--- src/rtl/spi_pkg.sv ---
// Shared definitions for the SPI transmit and receive engines.
package spi_pkg;

   localparam int unsigned SPI_DATA_W = 8;
   localparam int unsigned SPI_DIV_W  = 8;

   typedef enum logic [2:0] {
      IDLE  = 3'd0,
      SETUP = 3'd1,
      SHIFT = 3'd2,
      HOLD  = 3'd3,
      DONE  = 3'd4
   } spi_state_t;

endpackage

--- src/rtl/spi_sclk_gen.sv ---
// SCLK generator: half-period counter with registered SCLK and one-cycle
// half-period / rise / fall strobes aligned to the edge that moves SCLK.
module spi_sclk_gen
   import spi_pkg::*;
#(
   parameter int unsigned DIV_W = SPI_DIV_W
) (
   input  logic           clk,
   input  logic           rst_n,
   input  logic           i_run,
   input  logic           i_toggle,
   input  logic [DIV_W:0] i_half,
   output logic           o_sclk,
   output logic           o_half_tick,
   output logic           o_rise_tick,
   output logic           o_fall_tick
);

   localparam logic [DIV_W:0] CNT_ONE = {{DIV_W{1'b0}}, 1'b1};

   logic [DIV_W:0] r_cnt;
   logic           r_sclk;
   logic [DIV_W:0] w_last;
   logic           w_term;

   // One extra counter bit keeps H = divider+1 representable at the maximum divider.
   assign w_last = i_half - CNT_ONE;
   assign w_term = i_run && (r_cnt == w_last);

   always_ff @(posedge clk or negedge rst_n) begin
      if (!rst_n) begin
         r_cnt  <= '0;
         r_sclk <= 1'b0;
      end else if (!i_run) begin
         r_cnt  <= '0;
         r_sclk <= 1'b0;
      end else begin
         if (w_term) begin
            r_cnt <= '0;
         end else begin
            r_cnt <= r_cnt + CNT_ONE;
         end
         if (w_term && i_toggle) begin
            r_sclk <= ~r_sclk;
         end
      end
   end

   assign o_sclk      = r_sclk;
   assign o_half_tick = w_term;
   assign o_rise_tick = w_term && i_toggle && !r_sclk;
   assign o_fall_tick = w_term && i_toggle && r_sclk;

endmodule

--- src/rtl/spi_rx.sv ---
// SPI mode-0 master receive engine: one MSB-first byte per CSN frame,
// shifting tx_wr_data out on MOSI while capturing MISO.
module spi_rx
   import spi_pkg::*;
#(
   parameter int unsigned DIV_W = SPI_DIV_W
) (
   input  logic                  clk,
   input  logic                  rst_n,
   input  logic [DIV_W-1:0]      sclk_divider,
   input  logic                  rd_en,
   input  logic [SPI_DATA_W-1:0] tx_wr_data,
   output logic                  rd_done,
   output logic [SPI_DATA_W-1:0] rd_data,
   input  logic                  SPI_miso,
   output logic                  SPI_mosi,
   output logic                  SPI_sclk,
   output logic                  SPI_csn
);

   localparam logic [DIV_W:0] HALF_ONE  = {{DIV_W{1'b0}}, 1'b1};
   localparam logic [3:0]     EDGE_LAST = 4'd15;

   spi_state_t            r_state;
   spi_state_t            w_next;
   logic [DIV_W:0]        r_half;
   logic [SPI_DATA_W-1:0] r_tx_sh;
   logic [SPI_DATA_W-1:0] r_rx_sh;
   logic [SPI_DATA_W-1:0] r_rd_data;
   logic [3:0]            r_edge;
   logic                  r_csn;
   logic                  r_done;

   logic w_run;
   logic w_toggle;
   logic w_start;
   logic w_finish;
   logic w_half_tick;
   logic w_rise;
   logic w_fall;
   logic w_sclk;

   assign w_run    = (r_state == SETUP) || (r_state == SHIFT) || (r_state == HOLD);
   assign w_toggle = (r_state == SHIFT);

   spi_sclk_gen #(
      .DIV_W (DIV_W)
   ) u_sclk_gen (
      .clk         (clk),
      .rst_n       (rst_n),
      .i_run       (w_run),
      .i_toggle    (w_toggle),
      .i_half      (r_half),
      .o_sclk      (w_sclk),
      .o_half_tick (w_half_tick),
      .o_rise_tick (w_rise),
      .o_fall_tick (w_fall)
   );

   always_ff @(posedge clk or negedge rst_n) begin
      if (!rst_n) begin
         r_state <= IDLE;
      end else begin
         r_state <= w_next;
      end
   end

   always_comb begin
      w_next   = r_state;
      w_start  = 1'b0;
      w_finish = 1'b0;
      unique case (r_state)
         IDLE: begin
            if (rd_en) begin
               w_start = 1'b1;
               w_next  = SETUP;
            end
         end
         SETUP: begin
            if (w_half_tick) begin
               w_next = SHIFT;
            end
         end
         SHIFT: begin
            // Sixteen half-periods; the last one is the 8th falling edge.
            if (w_half_tick && (r_edge == EDGE_LAST)) begin
               w_next = HOLD;
            end
         end
         HOLD: begin
            if (w_half_tick) begin
               w_finish = 1'b1;
               w_next   = DONE;
            end
         end
         DONE: begin
            w_next = IDLE;
         end
         default: begin
            w_next = IDLE;
         end
      endcase
   end

   always_ff @(posedge clk or negedge rst_n) begin
      if (!rst_n) begin
         r_edge <= '0;
      end else if (r_state != SHIFT) begin
         r_edge <= '0;
      end else if (w_half_tick) begin
         r_edge <= r_edge + 4'd1;
      end
   end

   always_ff @(posedge clk or negedge rst_n) begin
      if (!rst_n) begin
         r_half    <= HALF_ONE;
         r_tx_sh   <= '0;
         r_rx_sh   <= '0;
         r_rd_data <= '0;
         r_csn     <= 1'b1;
         r_done    <= 1'b0;
      end else begin
         r_done <= w_finish;
         if (w_start) begin
            r_half  <= {1'b0, sclk_divider} + HALF_ONE;
            r_tx_sh <= tx_wr_data;
            r_rx_sh <= '0;
            r_csn   <= 1'b0;
         end
         if (w_fall && (r_edge != EDGE_LAST)) begin
            r_tx_sh <= {r_tx_sh[SPI_DATA_W-2:0], 1'b0};
         end
         if (w_rise) begin
            r_rx_sh <= {r_rx_sh[SPI_DATA_W-2:0], SPI_miso};
         end
         if (w_finish) begin
            r_rd_data <= r_rx_sh;
            r_tx_sh   <= '0;
            r_csn     <= 1'b1;
         end
      end
   end

   assign rd_done  = r_done;
   assign rd_data  = r_rd_data;
   assign SPI_mosi = r_tx_sh[SPI_DATA_W-1];
   assign SPI_sclk = w_sclk;
   assign SPI_csn  = r_csn;

endmodule

--- config.mk ---
export PLATFORM = sky130hd
export DESIGN_NAME = spi_rx
export DESIGN_NICKNAME = d
export VERILOG_FILES = /design/src/rtl/spi_pkg.sv /design/src/rtl/spi_sclk_gen.sv /design/src/rtl/spi_rx.sv
export SDC_FILE = /design/constraint.sdc
export NUM_CORES = 1
export LEC_CHECK = 0
export ABC_AREA = 1
export CAP_MARGIN = 10
export CORE_UTILIZATION = 60
export DETAILED_ROUTE_END_ITERATION = 8
export PLACE_DENSITY = 0.84
export SLEW_MARGIN = 10
export SYNTH_ARGS = -nofsm -noshare
export SYNTH_HDL_FRONTEND = slang
export SYNTH_SLANG_ARGS = --single-unit
--- constraint.sdc ---
create_clock -name clk -period 4.4 [get_ports clk]
set_input_delay 0.66 -clock clk [delete_from_list [all_inputs] [get_ports clk]]
set_output_delay 0.66 -clock clk [all_outputs]
set_load 0.1 [all_outputs]
==> flow_summary.yaml <==
sta:
  tightest_slew_ps: 968
  timing.final.crit_share_pct: 62.3
  clock.fmax_mhz: 365
  finClkSkew_ps: 14.8
  hold_viol_final: 0
  fin_ws_ps: 1660
  setup_viol: 0
  whs_ps: 352
  slew_headroom_pct: 35.3
  drv_slew: 0
  grt_setup_unrepaired: "false"
  tns_ps: 0
  fin_crit_ps: 2740
detailed_routing:
  drc: 0
  wl_per_cell_um: 13.0
  dr.pass1.iters: 4
  drtIter0Drc: 124
  vias_per_cell: 5.35
  wirelength_um: 5590
  antenna_left: 0
  vias: 2300
yosys:
  synth.distinct_cells: 33
  netlist_area_um2: 2790
  netlist_instances: 345
  yosys_register_bits: 52
  synth_edf_count: 0
  yosysSeqAreaShare_pct: 46.8
  syn_area_per_cell_um2: 8.07
  synth_nets: 369
  synth_ff_type: "dfrtp_1"
  synth_async_sr_flop_share_pct: 100
  yosys_warnings: 0
placed_design:
  hpwl_um: 4010
  pre_cts_ws_ps: 1720
  place_congestion: 0.826
  port_buffers: 31
critical_path:
  end_kind: "output port"
  crit_path_cell_trace: "clkdlybuf4s50_1"
  arrival_ps: 2080
  critical_path_required_ps: 3740
  cp-start-kind: "flip-flop"
  cp.depth: 1
  ff2ff_setup_slack_ps: 1660
  critPathMaxStageDelay_ps: 1210
  cp_num_buf_inv: 1
  path_class: "reg -> out"
  cp_top_family: "buffers and inverters"
  slowest_stage: "clkdlybuf4s50_1"
  r2r_cells: 13
  path_max_fanout: 10
outcome:
  status: "complete, no violations"
floorplan:
  coreArea_um2: 4410
  ios: 32
  die_h_um: 70.1
  initial_core_util_pct: 63.1
  design.die.area_um2: 4920
  rows: 24
  die-width_um: 70.1
power:
  p_per_area_nw_per_um2: 721
  peakVddDrop_mv: 0.615
  power_leakage_nw: 1.57
worst_hold_path:
  hold_class: "in -> async"
cells_and_area:
  final_cell_mix: "nand2_1, dfrtp_1, inv_1, clkdlybuf4s50_1, nor2_1"
  diodes: 0
  multi_input_area_um2: 1290
  final_nets: 401
  seq_area_um2: 1300
  drive_above_1_share_pct: 8.73
  final_common_cell: "nand2_1"
  fillers: 329
  area_delta_synth_final_pct: 15.7
clocking:
  hold_buffers: 0
  clkTransAtPathRegs_ps: 100
  root_buffer: "clkbuf_8"
  cts.sinks: 52
  cts_buffers: 5
  htree_levels: 2
  clk_latency_ps: 310
  post_cts.repair.setup_buffers: 0
  cts_buffer_depth: 2
  cts_tree: "built"
  cts_resized: 0
global_route:
  grt_pass1_wl_um: 10000
  grt_pass1_vias: 2287
  antenna_found_initial: 0
  grt_max_degree: 53
  grt_overflow: 0
  groute.usage.overall_pct: 25.6
run:
  maxCapViolCount: 0
==> sequential cells by signal (all words and copies together) (netlist names) <==
name	count
r_tx_sh	8
SPI_csn	1
rd_data	8
r_edge	4
r_half	9
r_state	3
u_sclk_gen.r_cnt	9
u_sclk_gen.o_sclk	1
r_rx_sh	8
rd_done	1
==> cells in the mapped netlist (2+ instances only) <==
cell type / n / area, µm²
nand2_2: 4 / 25.0
nor3_1: 4 / 20.0
dfrtp_1: 50 / 1250
nand2_1: 98 / 368
a21oi_1: 5 / 25.0
nand3_2: 3 / 30.0
ha_1: 4 / 50.1
o21ai_1: 10 / 50.1
dfstp_2: 2 / 52.6
nand3_1: 27 / 135
nor3b_1: 2 / 15.0
nor2_2: 8 / 50.1
nand4_1: 12 / 75.1
xnor2_1: 9 / 78.8
inv_2: 3 / 11.3
inv_1: 34 / 128
o22ai_1: 7 / 43.8
buf_6: 3 / 33.8
nor2_1: 28 / 105
o21ai_0: 13 / 65.1
xor2_1: 7 / 61.3
==> per-layer routing <==
| layer | routed length [µm] | global-route usage, % | part of all wire (%) |
|---|---|---|---|
| met5 | 0 | 0 | 0 |
| met4 | 97 | 9.33 | 1.7 |
| met3 | 147 | 4.47 | 2.6 |
| met2 | 2780 | 43.1 | 50 |
| met1 | 2560 | 33.1 | 46 |
==> report_power, final <==
part | switching (mW) | internal (mW) | leakage, nW
sequential | 0.151 | 0.659 | 0.669
combinational | 0.816 | 0.363 | 0.843
clock | 0.164 | 0.171 | 0.0548
==> area by class of cell <==
class / instances / share of cell area (%)
clock buffer: 5 / 2.14
timing repair buffer: 31 / 9.55
tap: 52 / 2.02
multi-input combinational: 250 / 40.1
clock inverter: 3 / 1.44
sequential: 52 / 40.5
inverter: 37 / 4.31
==> kinds of logic after synthesis <==
kind of cell               Yosys count  share of synthesized area (%)
and+or+nand+nor                    192                           31.9
DFF                                 52                           46.8
buffers and inverters               43                           6.78
AOI/OAI and AO/OA                   38                           7.73
xor gates and xnor gates            16                           5.03
adders and majority gates            4                           1.80
==> metrics by stage <==
stage                     utilization (%)  cell area, µm²  power, mW  instances
after detailed placement             70.4            3110       1.98        422
after floorplan                         -            2790       1.72        345
after global placement               70.4            3110       1.95        422
after CTS                            73.0            3220       2.33        430
final                                73.0            3220       2.32        430
after global routing                 73.0            3220       2.50        430
==> worst paths after layout <==
kind,from,endpoint
worst max-delay path,u_sclk_gen.o_sclk,SPI_sclk
worst min-delay path,rst_n,u_sclk_gen.r_cnt[3]
worst max register to register,r_half[0],r_tx_sh[2]
worst min register to register,SPI_csn,SPI_csn
max in group asynchronous,rst_n,rd_done
min in group clk,SPI_csn,SPI_csn
Power figures use the tool's default switching activity.
